`config.mk`:
```
export PLATFORM = sky130hd
export DESIGN_NAME = mem_bus_arbiter
export DESIGN_NICKNAME = d
export VERILOG_FILES = /design/src/rtl/mem_bus_arbiter.sv
export SDC_FILE = /design/constraint.sdc
export NUM_CORES = 1
export LEC_CHECK = 0
export CAP_MARGIN = 25
export CORE_MARGIN = 1
export CORE_UTILIZATION = 41
export CTS_BUF_LIST = sky130_fd_sc_hd__clkbuf_4 sky130_fd_sc_hd__clkbuf_8
export DETAILED_ROUTE_END_ITERATION = 10
export PLACE_DENSITY = 0.91
export SLEW_MARGIN = 25
export SYNTH_ARGS = -nofsm -noshare
export SYNTH_HDL_FRONTEND = slang
export SYNTH_SLANG_ARGS = --single-unit
```
`constraint.sdc`:
```
create_clock -name i_clk -period 2.64 [get_ports i_clk]
set_input_delay 0.528 -clock i_clk [delete_from_list [all_inputs] [get_ports i_clk]]
set_output_delay 0.528 -clock i_clk [all_outputs]
set_load 0.005 [all_outputs]
```
`src/rtl/mem_bus_arbiter.sv`:
```
// -----------------------------------------------------------------------------
// mem_bus_arbiter
//   Shares one memory port between instruction fetch (I) and the memory stage
//   (D). One transaction is in flight at a time. When both ask together, the
//   requester that did not own the previous transaction wins. The request
//   toward memory is registered and held stable until memory acks or the
//   watchdog expires. The ack, error and read data go back to the owner only.
//
// Parameters
//   XLEN    : data/address width
//   TIMEOUT : BUSY cycles without i_mem_ack before an error (0 = no watchdog)
//   TO_W    : watchdog counter width (TIMEOUT < 2**TO_W)
//
// Ports
//   i_clk, i_rst               clock, synchronous active-high reset
//   i_flush                    drops the I response of an in-flight fetch
//   i_i_req/i_i_addr           fetch request (word read)
//   o_i_ack/o_i_rdata/o_i_err  fetch response pulses and data
//   i_d_req/addr/wdata/we/funct3  data request
//   o_d_ack/o_d_rdata/o_d_err  data response pulses and data
//   o_mem_req/addr/wdata/we/funct3  registered request toward memory
//   i_mem_ack/i_mem_rdata      memory completion and read data
//   o_busy                     arbiter not idle
//   o_grant                    current or last owner (0 = I, 1 = D)
// -----------------------------------------------------------------------------
module mem_bus_arbiter #(
  parameter int XLEN    = 32,
  parameter int TIMEOUT = 255,
  parameter int TO_W    = 8
) (
  input  logic            i_clk,
  input  logic            i_rst,
  input  logic            i_flush,
  input  logic            i_i_req,
  input  logic [XLEN-1:0] i_i_addr,
  output logic            o_i_ack,
  output logic [XLEN-1:0] o_i_rdata,
  output logic            o_i_err,
  input  logic            i_d_req,
  input  logic [XLEN-1:0] i_d_addr,
  input  logic [XLEN-1:0] i_d_wdata,
  input  logic            i_d_we,
  input  logic [2:0]      i_d_funct3,
  output logic            o_d_ack,
  output logic [XLEN-1:0] o_d_rdata,
  output logic            o_d_err,
  output logic            o_mem_req,
  output logic [XLEN-1:0] o_mem_addr,
  output logic [XLEN-1:0] o_mem_wdata,
  output logic            o_mem_we,
  output logic [2:0]      o_mem_funct3,
  input  logic            i_mem_ack,
  input  logic [XLEN-1:0] i_mem_rdata,
  output logic            o_busy,
  output logic            o_grant
);

  typedef enum logic [1:0] {
    ST_IDLE = 2'b00,
    ST_BUSY = 2'b01,
    ST_RESP = 2'b10
  } state_e;

  localparam logic            OWN_I    = 1'b0;
  localparam logic            OWN_D    = 1'b1;
  localparam logic [2:0]      F3_WORD  = 3'b010;
  localparam logic [XLEN-1:0] ZERO_X   = {XLEN{1'b0}};
  localparam logic [TO_W-1:0] TO_LIMIT = TO_W'(TIMEOUT);
  localparam logic [TO_W-1:0] TO_ONE   = {{(TO_W-1){1'b0}}, 1'b1};
  localparam logic            WD_EN    = (TIMEOUT != 32'sd0);

  state_e            state_q, state_d;
  logic              owner_q, owner_d;
  logic              last_owner_q, last_owner_d;
  logic              flush_q, flush_d;
  logic [TO_W-1:0]   wd_q, wd_d;
  logic              mem_req_q, mem_req_d;
  logic [XLEN-1:0]   mem_addr_q, mem_addr_d;
  logic [XLEN-1:0]   mem_wdata_q, mem_wdata_d;
  logic              mem_we_q, mem_we_d;
  logic [2:0]        mem_funct3_q, mem_funct3_d;
  logic              i_ack_q, i_ack_d;
  logic              i_err_q, i_err_d;
  logic [XLEN-1:0]   i_rdata_q, i_rdata_d;
  logic              d_ack_q, d_ack_d;
  logic              d_err_q, d_err_d;
  logic [XLEN-1:0]   d_rdata_q, d_rdata_d;
  logic              busy_q, busy_d;
  logic              grant_q, grant_d;

  logic              sel_owner_s;
  logic              suppress_i_s;
  logic              timeout_s;
  logic [TO_W-1:0]   wd_inc_s;

  // Round-robin pick: on a tie the requester that was not last served wins.
  always_comb begin
    sel_owner_s = OWN_I;
    if (i_d_req && i_i_req) begin
      sel_owner_s = ~last_owner_q;
    end else if (i_d_req) begin
      sel_owner_s = OWN_D;
    end else begin
      sel_owner_s = OWN_I;
    end
  end

  // Watchdog increment (saturating so a disabled watchdog never wraps) and
  // the I-response suppression, which also honours a flush at the final edge.
  always_comb begin
    wd_inc_s     = (wd_q == {TO_W{1'b1}}) ? wd_q : (wd_q + TO_ONE);
    timeout_s    = WD_EN && (wd_inc_s == TO_LIMIT);
    suppress_i_s = (owner_q == OWN_I) && (flush_q || i_flush);
  end

  // Next-state and next-output logic for the IDLE/BUSY/RESP controller.
  always_comb begin
    state_d      = state_q;
    owner_d      = owner_q;
    last_owner_d = last_owner_q;
    flush_d      = flush_q;
    wd_d         = wd_q;
    mem_req_d    = mem_req_q;
    mem_addr_d   = mem_addr_q;
    mem_wdata_d  = mem_wdata_q;
    mem_we_d     = mem_we_q;
    mem_funct3_d = mem_funct3_q;
    i_ack_d      = 1'b0;
    i_err_d      = 1'b0;
    i_rdata_d    = i_rdata_q;
    d_ack_d      = 1'b0;
    d_err_d      = 1'b0;
    d_rdata_d    = d_rdata_q;
    grant_d      = grant_q;

    case (state_q)
      ST_IDLE: begin
        if (i_d_req || i_i_req) begin
          owner_d   = sel_owner_s;
          grant_d   = sel_owner_s;
          flush_d   = 1'b0;
          wd_d      = {TO_W{1'b0}};
          mem_req_d = 1'b1;
          state_d   = ST_BUSY;
          if (sel_owner_s == OWN_D) begin
            mem_addr_d   = i_d_addr;
            mem_wdata_d  = i_d_wdata;
            mem_we_d     = i_d_we;
            mem_funct3_d = i_d_funct3;
          end else begin
            mem_addr_d   = i_i_addr;
            mem_wdata_d  = ZERO_X;
            mem_we_d     = 1'b0;
            mem_funct3_d = F3_WORD;
          end
        end else begin
          state_d = ST_IDLE;
        end
      end

      ST_BUSY: begin
        // A flush only ever matters for a fetch; sticky until the next grant.
        flush_d = flush_q | ((owner_q == OWN_I) & i_flush);
        // Ack is checked first so that it beats a coincident timeout.
        if (i_mem_ack || timeout_s) begin
          mem_req_d    = 1'b0;
          mem_addr_d   = ZERO_X;
          mem_wdata_d  = ZERO_X;
          mem_we_d     = 1'b0;
          mem_funct3_d = 3'b000;
          state_d      = ST_RESP;
          if (owner_q == OWN_D) begin
            if (i_mem_ack) begin
              d_ack_d   = 1'b1;
              d_rdata_d = i_mem_rdata;
            end else begin
              d_err_d   = 1'b1;
              d_rdata_d = ZERO_X;
            end
          end else if (!suppress_i_s) begin
            if (i_mem_ack) begin
              i_ack_d   = 1'b1;
              i_rdata_d = i_mem_rdata;
            end else begin
              i_err_d   = 1'b1;
              i_rdata_d = ZERO_X;
            end
          end else begin
            i_ack_d = 1'b0;
          end
        end else begin
          wd_d = wd_inc_s;
        end
      end

      ST_RESP: begin
        last_owner_d = owner_q;
        state_d      = ST_IDLE;
      end

      default: begin
        state_d = ST_IDLE;
      end
    endcase

    busy_d = (state_d != ST_IDLE);
  end

  // State and output registers with synchronous reset.
  always_ff @(posedge i_clk) begin
    if (i_rst) begin
      state_q      <= ST_IDLE;
      owner_q      <= OWN_I;
      last_owner_q <= OWN_I;
      flush_q      <= 1'b0;
      wd_q         <= {TO_W{1'b0}};
      mem_req_q    <= 1'b0;
      mem_addr_q   <= ZERO_X;
      mem_wdata_q  <= ZERO_X;
      mem_we_q     <= 1'b0;
      mem_funct3_q <= 3'b000;
      i_ack_q      <= 1'b0;
      i_err_q      <= 1'b0;
      i_rdata_q    <= ZERO_X;
      d_ack_q      <= 1'b0;
      d_err_q      <= 1'b0;
      d_rdata_q    <= ZERO_X;
      busy_q       <= 1'b0;
      grant_q      <= 1'b0;
    end else begin
      state_q      <= state_d;
      owner_q      <= owner_d;
      last_owner_q <= last_owner_d;
      flush_q      <= flush_d;
      wd_q         <= wd_d;
      mem_req_q    <= mem_req_d;
      mem_addr_q   <= mem_addr_d;
      mem_wdata_q  <= mem_wdata_d;
      mem_we_q     <= mem_we_d;
      mem_funct3_q <= mem_funct3_d;
      i_ack_q      <= i_ack_d;
      i_err_q      <= i_err_d;
      i_rdata_q    <= i_rdata_d;
      d_ack_q      <= d_ack_d;
      d_err_q      <= d_err_d;
      d_rdata_q    <= d_rdata_d;
      busy_q       <= busy_d;
      grant_q      <= grant_d;
    end
  end

  assign o_i_ack      = i_ack_q;
  assign o_i_err      = i_err_q;
  assign o_i_rdata    = i_rdata_q;
  assign o_d_ack      = d_ack_q;
  assign o_d_err      = d_err_q;
  assign o_d_rdata    = d_rdata_q;
  assign o_mem_req    = mem_req_q;
  assign o_mem_addr   = mem_addr_q;
  assign o_mem_wdata  = mem_wdata_q;
  assign o_mem_we     = mem_we_q;
  assign o_mem_funct3 = mem_funct3_q;
  assign o_busy       = busy_q;
  assign o_grant      = grant_q;

endmodule

```
* Word level (Yosys, flattened, before mapping)
Cells that the tools add are included.
Word-level totals: register bits 151, output and inout port bits 139, logic and storage cells 79
Cells by class: $add $sub $neg 1, equality and inequality tests 7, muxes and demuxes 31, bitwise logic cells 7, reduce and logical (&&, ||, !) cells 16
Operator list (number):
- $mux W32 | 6
- $pmux W32 S2 | 2
- $mux W8 | 3
- $eq A8 B8 Y1 const B | 2
- $pmux W8 S2 | 1
- $mux W1 | 10
- $mux W3 | 3
- $reduce_and A3 Y1 | 3
- $add A8 B1 Y8 const B | 1
- $ne A2 B2 Y1 const B | 3
- $pmux W1 S2 | 3
- $pmux W3 S2 | 1
- $not A1 Y1 | 5
- $reduce_or A5 Y1 | 1
- $pmux W2 S2 | 1
- $reduce_and A2 Y1 | 2
- $reduce_and A4 Y1 | 1
- $reduce_bool A2 Y1 | 2
- $reduce_or A4 Y1 | 1
- $logic_or A1 B1 Y1 | 3
- $eq A2 B1 Y1 const B | 1
- $eq A2 B2 Y1 const B | 1
- $logic_and A1 B1 Y1 | 2
- $logic_not A2 Y1 | 1
- other kinds (3) | 3

* Depth between registers and ports, before layout
Gate-level depths: netlist (run 1).
word-level depth 7, gate-level depth with buffers 8, depth with buffers taken out 6

* Worst setup path before layout (run 1)
OpenSTA, ideal clock, no wires.
kind in2reg, start in i_rst, end reg mem_funct3_q[2] (netlist: o_mem_funct3[2]), arrival 2059 ps, path slack 506 ps, cell stages on the path 7, cells stage by stage clkbuf_1 > or4_1 > clkbuf_1 > nor2_1 > clkbuf_1 > a32oi_1 > o21ai_0
RTL lines:
- from (decl) | line 32 | input logic i_rst,
- to (signal assigned) | line 240 | mem_funct3_q <= mem_funct3_d;
- to (decl) | line 81 | logic [2:0] mem_funct3_q, mem_funct3_d;

* Worst setup path in the final report (run 1)
start reg wd_q[0], end reg mem_wdata_q[16] (netlist: o_mem_wdata[16])
Between the ends: cells in the longest elaborated chain, start to end 6, elaborated cells between the ends (all ways) 7, those cells by class add/sub: 1; eq/ne: 3; mux: 1; reduce/logical: 2
Ends and longest elaborated chain:
- from (decl) | line 76 | logic [TO_W-1:0] wd_q, wd_d;
- from (signal assigned) | line 216 | wd_q <= {TO_W{1'b0}};
- from (signal assigned) | line 235 | wd_q <= wd_d;
- $add A8 B1 Y8 or $eq A8 B8 Y1 (tied branches) | line 111 | wd_inc_s = (wd_q == {TO_W{1'b1}}) ? wd_q : (wd_q + TO_ONE);
- $mux W8 (*) | line 111
- $eq A8 B8 Y1 (*) | line 112 | timeout_s = WD_EN && (wd_inc_s == TO_LIMIT);
- $logic_or A1 B1 Y1 (*) | line 165 | if (i_mem_ack || timeout_s) begin
- $ne A2 B2 Y1 (no source line) (*)
- $reduce_and A3 Y1 (no source line) (*)
- to (signal assigned) | line 238 | mem_wdata_q <= mem_wdata_d;
- to (decl) | line 79 | logic [XLEN-1:0] mem_wdata_q, mem_wdata_d;
Mark *: on every way between the ends. The rest lies on a longest branch, timed or not. A chain may end at the register's enable or synchronous reset.

==> flow_metrics.py, run 1 <==
metrics = {
    "outcome": {
        "status": "completed",
    },
    "synth": {
        "postSynthRegisterBits": 151,
        "syn-num-nets": 828,
        "seq_area_frac_synth": 0.500,
        "synthFlopType": "dfxtp_1",
        "async_reset_ff_frac": 0,
        "synth_edf_count": 0,
        "synth_area_um2": 6040,
        "netlist_top_cells_area": "dfxtp_1 50%, a22o_1 9.3%, nand2_1 8.8%, o21ai_0 5.2%, a32oi_1 5.1%",
        "avgSynthCellArea_um2": 8.77,
        "yosysTopAreaCell": "dfxtp_1",
        "yosysTopAreaCellShare": 0.500,
        "ys_types": 45,
        "ys_warn_count": 0,
        "synth.most_common_cell": "dfxtp_1",
        "synth_common_cells": "151 x dfxtp_1, 141 x nand2_1, 64 x a22o_1",
        "synth_cells": 689,
    },
    "clocking": {
        "cts_buffers": 17,
        "cts_tree": "done",
        "post_cts_buffers": 0,
        "hold_buffers": 0,
        "clock_path_buffers": 2,
        "cts_max_level": 4,
        "cts_resized": 0,
        "clk_latency_ps": 450,
        "path_clk_slew_ps": 90,
        "cts_sinks": 151,
        "ctsRootBufferMaster": "clkbuf_8",
    },
    "setup_path": {
        "cp-start-kind": "flop",
        "reg2reg_depth": 7,
        "endpoint_kind": "flop",
        "path_cells": "ha_1 -> and2_1 -> a31oi_1 -> a211o_1 -> o21bai_4 -> buf_12 -> o21ai_0",
        "crit_required_ps": 2960,
        "rr_endpoint": "o_mem_wdata[16]",
        "cp_slowest_cell": "dfxtp_1",
        "r2r_start": "wd_q[0]",
        "ff2ff_setup_slack_ps": 180,
        "max_stage_delay_ps": 450,
        "crit_fanout": 72,
        "path_class": "flop to flop",
        "crit_arrival_ps": 2780,
    },
    "power_and_ir_drop": {
        "vdd_drop_max_mv": 0.493,
        "power_density_nw_per_um2": 548,
        "leakage_nw": 3.34,
    },
    "hold_path": {
        "whs_endpoint": "o_mem_wdata[10]",
        "min_path_type": "flop to flop",
        "min_from": "o_mem_wdata[10]",
        "hold_depth": 2,
    },
    "sta": {
        "setup_tns_ps": 0,
        "finalCritPeriodShare": 0.933,
        "final_hold_viol_count": 0,
        "rsz0062_at_grt": "false",
        "hold_ws_ps": 469,
        "drv_slew": 0,
        "skew_ps": 16.6,
        "slew_headroom": 0.603,
        "max_freq_ghz": 0.406,
        "worst_pin_slew_ps": 596,
        "setup_violations": 0,
        "fin_crit_ps": 2460,
    },
    "cells_and_area": {
        "fin_area_um2": 9410,
        "areaGrowthSynthToFinish_pct": 55.7,
        "utilization": 0.665,
        "antenna_cells": 0,
        "fin_nets": 1077,
        "drive_gt1_frac": 0.0641,
    },
    "global_route": {
        "grt_pass1_wl_um": 30800,
        "track_usage": 0.260,
        "grt_pass1_vias": 6099,
        "grt_max_degree": 73,
        "grt-ovfl-total": 0,
        "antenna_found_initial": 0,
    },
    "die": {
        "ios": 277,
        "start_util": 0.427,
        "die_h_um": 123,
        "core_um2": 14100,
        "die_x_um": 123,
        "die_area_um2": 15200,
        "rows": 43,
    },
    "routing": {
        "vias_per_cell": 5.69,
        "drc": 0,
        "num_vias": 6430,
        "wire_per_inst_um": 17.8,
        "routed_wl_um": 20100,
        "final_antenna_net_count": 0,
        "drtIter0Drc": 462,
        "drt_first_pass_iters": 5,
    },
    "placement": {
        "port_buffers": 276,
        "dp_hpwl_um": 13600,
        "place_congestion": 0.879,
        "dpl-instance-area_um2": 9010,
    },
    "job": {
        "cap_viol_max_count": 0,
    },
}
-- placed cells by master (no fill, tap or decap), types with 3 or more instances in the layout --
master           instances
clkbuf_8                17
and2_1                   3
a21oi_1                 44
a31oi_1                 34
buf_12                   6
and3_1                   8
a211oi_1                 3
or3_1                    3
clkinv_4                 4
buf_4                   12
dfxtp_1                151
nor2_1                  10
inv_1                    5
a22o_1                  64
a32oi_1                 35
o21ai_1                  7
clkdlybuf4s50_1        276
nand3_1                  4
inv_6                    3
clkinvlp_4               3
inv_8                    3
nand2_1                141
nor3_1                   4
nand4_1                  5
o211ai_1                 3
o21ai_0                 63
-- worst max-delay path by stage --
stage	startpoint	end	slack, ps
2_1_floorplan	i_rst	o_mem_funct3[2]	510
3_3_place_gp	wd_q[0]	o_mem_addr[19]	210
3_5_place_dp	i_flush	o_i_rdata[18]	190
4_1_cts	wd_q[0]	o_mem_wdata[16]	220
5_1_grt	wd_q[0]	wd_q[6]	1
6_report	wd_q[0]	o_mem_wdata[16]	180
-- logic make-up (layout without fill, tap and decap cells) --
kind of cell | Yosys count | after routing | synth area share
adder cells (fa/ha/maj) | 1 | 1 | 0.00207
AND/OR/NAND/NOR | 190 | 190 | 0.133
flip-flops | 151 | 151 | 0.500
buffers and inverters | 69 | 331 | 0.0460
AO/OA/AOI/OAI | 276 | 276 | 0.315
multiplexers | 2 | 2 | 0.00331
-- flip-flops by register name, indices dropped and copies added, names as in the netlist --
signal,cells
last_owner_q,1
o_busy,1
o_i_rdata,32
flush_q,1
o_mem_addr,32
o_d_err,1
o_d_rdata,32
o_mem_we,1
o_mem_wdata,32
wd_q,8
state_q,2
o_mem_funct3,3
o_i_err,1
o_i_ack,1
o_d_ack,1
o_grant,1
o_mem_req,1
-- worst max-delay path: cells and delay by family, from the launching register on --
family / cells / cell delay, ps
compound gates: 4 / 920
fa+ha+maj: 1 / 340
flops: 1 / 450
buf+inv: 1 / 260
simple gates: 1 / 290
-- power by group --
part	switching [mW]	internal (mW)	leakage, nW
Clock	0.980	0.784	0.192
Combinational	0.402	0.504	1.92
Sequential	0.0873	2.39	1.23
-- per-layer routing --
metal	part of all wire	wire, µm	track usage
met1	0.40	8100	0.312
met2	0.49	9930	0.432
met3	0.071	1430	0.0715
met4	0.032	637	0.121
met5	0	0	0
-- layout make-up --
cell class,instances,area (µm²)
clock buffer,17,234
clock inverter,15,164
fill,1122,4740
inverter,5,18.8
multi-input combinational,469,2770
sequential,151,3020
tap,180,225
timing repair buffer,294,2970
-- per-stage QoR --
stage | cells | worst slack, ps | total power, mW
2_1_floorplan | 689 | 506 | 2.85
3_3_place_gp | 1099 | 213 | 3.41
3_5_place_dp | 1099 | 185 | 3.43
4_1_cts | 1131 | 224 | 5.19
5_1_grt | 1131 | 1.42 | 5.38
6_report | 1131 | 176 | 5.15
Note: power is estimated with default switching activity, not from simulation.
==> run 2, diff against run 1 <==
- CTS_CLUSTER_DIAMETER: unset -> 30
- PLACE_DENSITY: 0.91 -> unset
- PLACE_DENSITY_LB_ADDON: unset -> 0.1
==> flow_metrics.py, run 2 (synthesis results as in run 1) <==
metrics = {
    "routing": {
        "drt_first_pass_iters": 8,
        "wire_per_inst_um": 17.6,
        "num_vias": 6367,
        "vias_per_cell": 5.61,
        "drc": 0,
        "final_antenna_net_count": 0,
        "routed_wl_um": 19900,
        "drtIter0Drc": 290,
    },
    "global_route": {
        "grt_pass1_vias": 6174,
        "track_usage": 0.258,
        "grt_max_degree": 82,
        "antenna_found_initial": 0,
        "grt_pass1_wl_um": 30400,
        "grt-ovfl-total": 0,
    },
    "setup_path": {
        "crit_arrival_ps": 2870,
        "endpoint_kind": "flop",
        "crit_fanout": 20,
        "path_class": "flop to flop",
        "crit_required_ps": 3040,
        "cp-start-kind": "flop",
    },
    "sta": {
        "final_hold_viol_count": 0,
        "skew_ps": 11.5,
        "drv_slew": 0,
        "fin_ws_ps": 167,
        "hold_ws_ps": 469,
        "setup_violations": 0,
        "worst_pin_slew_ps": 728,
        "max_freq_ghz": 0.404,
        "slew_headroom": 0.513,
        "setup_tns_ps": 0,
        "rsz0062_at_grt": "false",
        "finalCritPeriodShare": 0.937,
        "fin_crit_ps": 2470,
    },
    "clocking": {
        "cts_buffers": 17,
        "clk_latency_ps": 450,
        "cts_max_level": 4,
        "cts_sinks": 151,
        "post_cts_buffers": 0,
        "ctsRootBufferMaster": "clkbuf_8",
        "hold_buffers": 0,
        "cts_tree": "done",
        "clock_path_buffers": 2,
        "cts_resized": 0,
        "path_clk_slew_ps": 80,
    },
    "die": {
        "start_util": 0.427,
        "rows": 43,
        "die_area_um2": 15200,
        "ios": 277,
        "die_x_um": 123,
        "die_h_um": 123,
        "core_um2": 14100,
    },
    "cells_and_area": {
        "fin_cells": 1135,
        "final_common_cell": "clkdlybuf4s50_1",
        "fin_nets": 1082,
        "final_cell_mix": "276 x clkdlybuf4s50_1, 151 x dfxtp_1, 141 x nand2_1",
        "n_fill_cell": 1156,
        "antenna_cells": 0,
        "areaGrowthSynthToFinish_pct": 57.2,
        "drive_gt1_frac": 0.0681,
    },
    "placement": {
        "place_inst": 1104,
        "pre_cts_ws_ps": 147,
        "port_buffers": 276,
        "place_congestion": 0.923,
        "dp_hpwl_um": 14400,
    },
    "power_and_ir_drop": {
        "fin_total_pwr_mw": 5.43,
        "vdd_drop_max_mv": 0.379,
        "leakage_nw": 3.40,
        "power_density_nw_per_um2": 572,
    },
    "outcome": {
        "status": "completed",
    },
    "job": {
        "cap_viol_max_count": 0,
    },
    "hold_path": {
        "min_path_type": "flop to flop",
    },
}
## run 2: cell count changes in the layout (fill, tap and decap cells not counted)
cell | previous run | this run
clkinv_2 | 0 | 1
clkbuf_8 | 17 | 19
bufinv_16 | 1 | 5
inv_6 | 3 | 1
clkinv_4 | 4 | 2
buf_4 | 12 | 18
clkbuf_4 | 0 | 1
inv_8 | 3 | 0
clkinv_8 | 1 | 0
clkinvlp_4 | 3 | 2
buf_12 | 6 | 5
## run 2: area by class of cell
cell class	count	area, µm²	area share
inverter	5	18.8	0.00198
multi-input combinational	469	2770	0.291
tap	180	225	0.0237
sequential	151	3020	0.318
clock buffer	20	269	0.0283
timing repair buffer	299	3000	0.316
clock inverter	11	196	0.0207
## run 2: path summary, 6_finish.rpt
path / from / endpoint / slack, ps / cells past startpoint
worst min register to register: o_mem_addr[10] / o_mem_addr[10] / 470 / 2
worst min-delay path: o_mem_addr[10] / o_mem_addr[10] / 470 / 2
worst max register to register: wd_q[0] / o_d_rdata[21] / 170 / 7
worst max-delay path: wd_q[0] / o_d_rdata[21] / 170 / 7
## run 2: critical path, cell delays in order (launching register included)
cell	delay, ps
dfxtp_1	380
ha_1	230
and2_1	230
a31oi_1	330
a211oi_2	190
a211oi_4	680
buf_12	240
a22o_1	140
## run 2: metal layers
layer  part of all wire  GRT usage
met1               0.40      0.293
met2               0.49      0.452
met3              0.081     0.0784
met4              0.021      0.100
met5                  0          0
## run 2: power breakdown
part | internal (mW) | leakage (nW) | switching, mW | total, mW
combinational | 0.503 | 1.94 | 0.396 | 0.899
clock | 1.19 | 0.229 | 0.861 | 2.05
sequential | 2.40 | 1.23 | 0.0879 | 2.48
total | 4.08 | 3.40 | 1.35 | 5.43
## run 2: stage by stage
stage,instance area (µm²),utilization
finish,9500,0.671
global route,9500,0.671
CTS,9500,0.671
detailed placement,9030,0.638
global placement,9030,0.638
floorplan,6040,-
==> run 3, diff against run 2 <==
- ABC_AREA: unset -> 1
- SETUP_SLACK_MARGIN: unset -> 0.4
==> flow_metrics.py, run 3 <==
metrics = {
    "die": {
        "die_h_um": 130,
        "die_x_um": 130,
        "ios": 277,
        "rows": 46,
        "die_area_um2": 17000,
        "start_util": 0.422,
        "core_um2": 16000,
    },
    "setup_path": {
        "crit_arrival_ps": 2430,
        "cp.buffers_inverters": 1,
        "path_class": "flop to flop",
        "cp-start-kind": "flop",
        "ff2ff_setup_slack_ps": 540,
        "r2r_start": "wd_q[0]",
        "path_cells": "ha_4 -> nand2_2 -> nor2_4 -> nand2_4 -> nand3_1 -> nand3_1 -> nor2_1 -> nand2_2 -> nand2_8 -> nand2_8 -> buf_16 -> a21oi_1 -> nor2_1",
        "max_stage_delay_ps": 380,
        "cp_slowest_cell": "dfxtp_2",
        "crit_family": "simple AND/OR/NAND/NOR gates",
        "rr_endpoint": "o_mem_addr[16]",
        "crit_fanout": 30,
        "endpoint_kind": "flop",
        "reg2reg_depth": 13,
        "crit_required_ps": 2970,
    },
    "sta": {
        "fin_crit_ps": 2100,
        "finalCritPeriodShare": 0.794,
        "final_hold_viol_count": 0,
        "hold_ws_ps": 461,
        "setup_violations": 0,
        "worst_pin_slew_ps": 690,
        "max_freq_ghz": 0.477,
        "setup_tns_ps": 0,
        "skew_ps": 9.64,
        "slew_headroom": 0.540,
        "drv_slew": 0,
        "fin_ws_ps": 543,
        "rsz0062_at_grt": "false",
    },
    "synth": {
        "yosysTopAreaCellShare": 0.447,
        "netlist_top_cells_area": "dfxtp_1 45%, nand2_1 17%, a21oi_1 8.1%, nand3_1 6.8%, nor2_1 5.7%",
        "synth_cells": 1006,
        "synth_common_cells": "298 x nand2_1, 151 x dfxtp_1, 109 x a21oi_1",
        "async_reset_ff_frac": 0,
        "synthFlopType": "dfxtp_1",
        "ys_warn_count": 0,
        "synth_area_um2": 6760,
        "postSynthRegisterBits": 151,
        "syn-num-nets": 1145,
        "avgSynthCellArea_um2": 6.72,
        "synth_edf_count": 0,
        "synth.most_common_cell": "nand2_1",
        "yosysTopAreaCell": "dfxtp_1",
        "ys_types": 30,
        "seq_area_frac_synth": 0.447,
    },
    "routing": {
        "drc": 0,
        "routed_wl_um": 21500,
        "drtIter0Drc": 418,
        "final_antenna_net_count": 0,
        "vias_per_cell": 4.77,
        "wire_per_inst_um": 14.4,
        "drt_first_pass_iters": 4,
        "num_vias": 7083,
    },
    "cells_and_area": {
        "antenna_cells": 0,
        "final_cell_mix": "297 x nand2_1, 275 x clkdlybuf4s50_1, 147 x dfxtp_1",
        "drive_gt1_frac": 0.0701,
        "n_fill_cell": 1505,
        "fin_nets": 1396,
        "areaGrowthSynthToFinish_pct": 52.6,
        "final_common_cell": "nand2_1",
    },
    "hold_path": {
        "hold_depth": 2,
        "whs_endpoint": "o_mem_req",
        "min_path_type": "flop to flop",
        "min_from": "o_mem_req",
    },
    "placement": {
        "pre_cts_ws_ps": 261,
        "place_congestion": 0.869,
        "dp_hpwl_um": 14600,
        "port_buffers": 276,
    },
    "power_and_ir_drop": {
        "leakage_nw": 4.35,
        "fin_total_pwr_mw": 5.87,
        "pwr-share-comb": 0.201,
        "internal_power_mw": 4.38,
        "power_frac_seq": 0.426,
        "pwr-share-clk": 0.373,
        "p_switching_mw": 1.49,
        "netSwitchingFraction": 0.255,
        "vdd_drop_max_mv": 0.332,
        "power_density_nw_per_um2": 569,
    },
    "outcome": {
        "status": "completed",
    },
    "clocking": {
        "cts_tree": "done",
        "cts_sinks": 151,
        "clk_latency_ps": 450,
        "cts_max_level": 4,
        "ctsRootBufferMaster": "clkbuf_8",
        "path_clk_slew_ps": 80,
        "cts_buffers": 17,
        "clock_path_buffers": 2,
    },
    "job": {
        "cap_viol_max_count": 0,
    },
    "global_route": {
        "grt_max_degree": 71,
        "grt_pass1_wl_um": 32400,
        "grt_pass1_vias": 6338,
        "grt-ovfl-total": 0,
        "antenna_found_initial": 0,
        "track_usage": 0.248,
    },
}
## run 3: changes by cell type in the layout (fill, tap and decap cells not counted), sizes merged, moves of 33 or more
cell,delta
nor2,+94
a31oi,-33
nand3,+90
a32oi,-35
a22o,-64
o21ai,-34
a21oi,+64
nand2,+163
inv,+96
## run 3: cell families after synthesis
family	count (synthesis)	share of synthesized area
simple gates	524	0.328
buf+inv	173	0.102
compound gates	156	0.120
flops	151	0.447
xor+xnor	1	0.00130
fa+ha+maj	1	0.00185
## run 3: area by class of cell
class | instances | area, µm² | area share
clock buffers | 25 | 313 | 0.0303
clock inverters | 7 | 189 | 0.0183
inverters | 105 | 399 | 0.0387
multi-input cells | 682 | 3090 | 0.300
flip-flops and latches | 151 | 3030 | 0.294
well taps | 216 | 270 | 0.0262
repair buffers | 299 | 3020 | 0.292
repair inverters | 1 | 5.00 | 0.000485
## run 3: through the flow
stage	util	cell area (µm²)	instances
finish	0.645	10300	1486
global route	0.645	10300	1486
CTS	0.642	10300	1483
detailed placement	0.604	9670	1448
global placement	0.604	9670	1448
floorplan	-	6760	1006
## run 3: worst max path at each step
stage                     startpoint  cells after the start               to  slack (ps)
after global placement       i_i_req                      8   o_mem_wdata[0]         360
after detailed placement     wd_q[0]                     15    o_d_rdata[25]         260
final                        wd_q[0]                     13   o_mem_addr[16]         540
after global routing         wd_q[0]                     14   o_mem_addr[20]         420
after floorplan              wd_q[0]                     13  o_mem_wdata[11]         750
after CTS                    wd_q[1]                     13   o_mem_addr[23]         420
## run 3: layer usage
metal | GRT usage | routed length [µm] | vias up
li1 | - | - | 3672
met1 | 0.292 | 9020 | 3129
met2 | 0.414 | 9800 | 267
met3 | 0.103 | 2470 | 15
met4 | 0.0696 | 186 | 0
met5 | 0 | 0 | -
## run 3: timing repair
action | 4_1_cts | 5_1_grt
buffers inserted | 2 | 2
hold buffers | 0 | 0
pin swaps | 1 | 0
resized for setup | 8 | 12
setup endpoints to repair | 96 | 131
gates cloned | 1 | 1
## run 3: worst register-to-register path: stages, from the launching register on
cell	delay, ps
dfxtp_2	380
ha_4	170
nand2_2	90
nor2_4	140
nand2_4	100
nand3_1	100
nand3_1	70
nor2_1	120
nand2_2	130
nand2_8	120
nand2_8	100
buf_16	200
a21oi_1	200
nor2_1	70
## run 3: power by group through the flow
stage          logic (mW)  clock network (mW)  registers (mW)
6_report             1.18                2.19            2.50
5_1_grt              1.31                2.35            2.52
4_1_cts              1.18                2.25            2.50
3_5_place_dp         1.15                   0            2.55
3_3_place_gp         1.14                   0            2.55
2_1_floorplan       0.532                   0            2.55
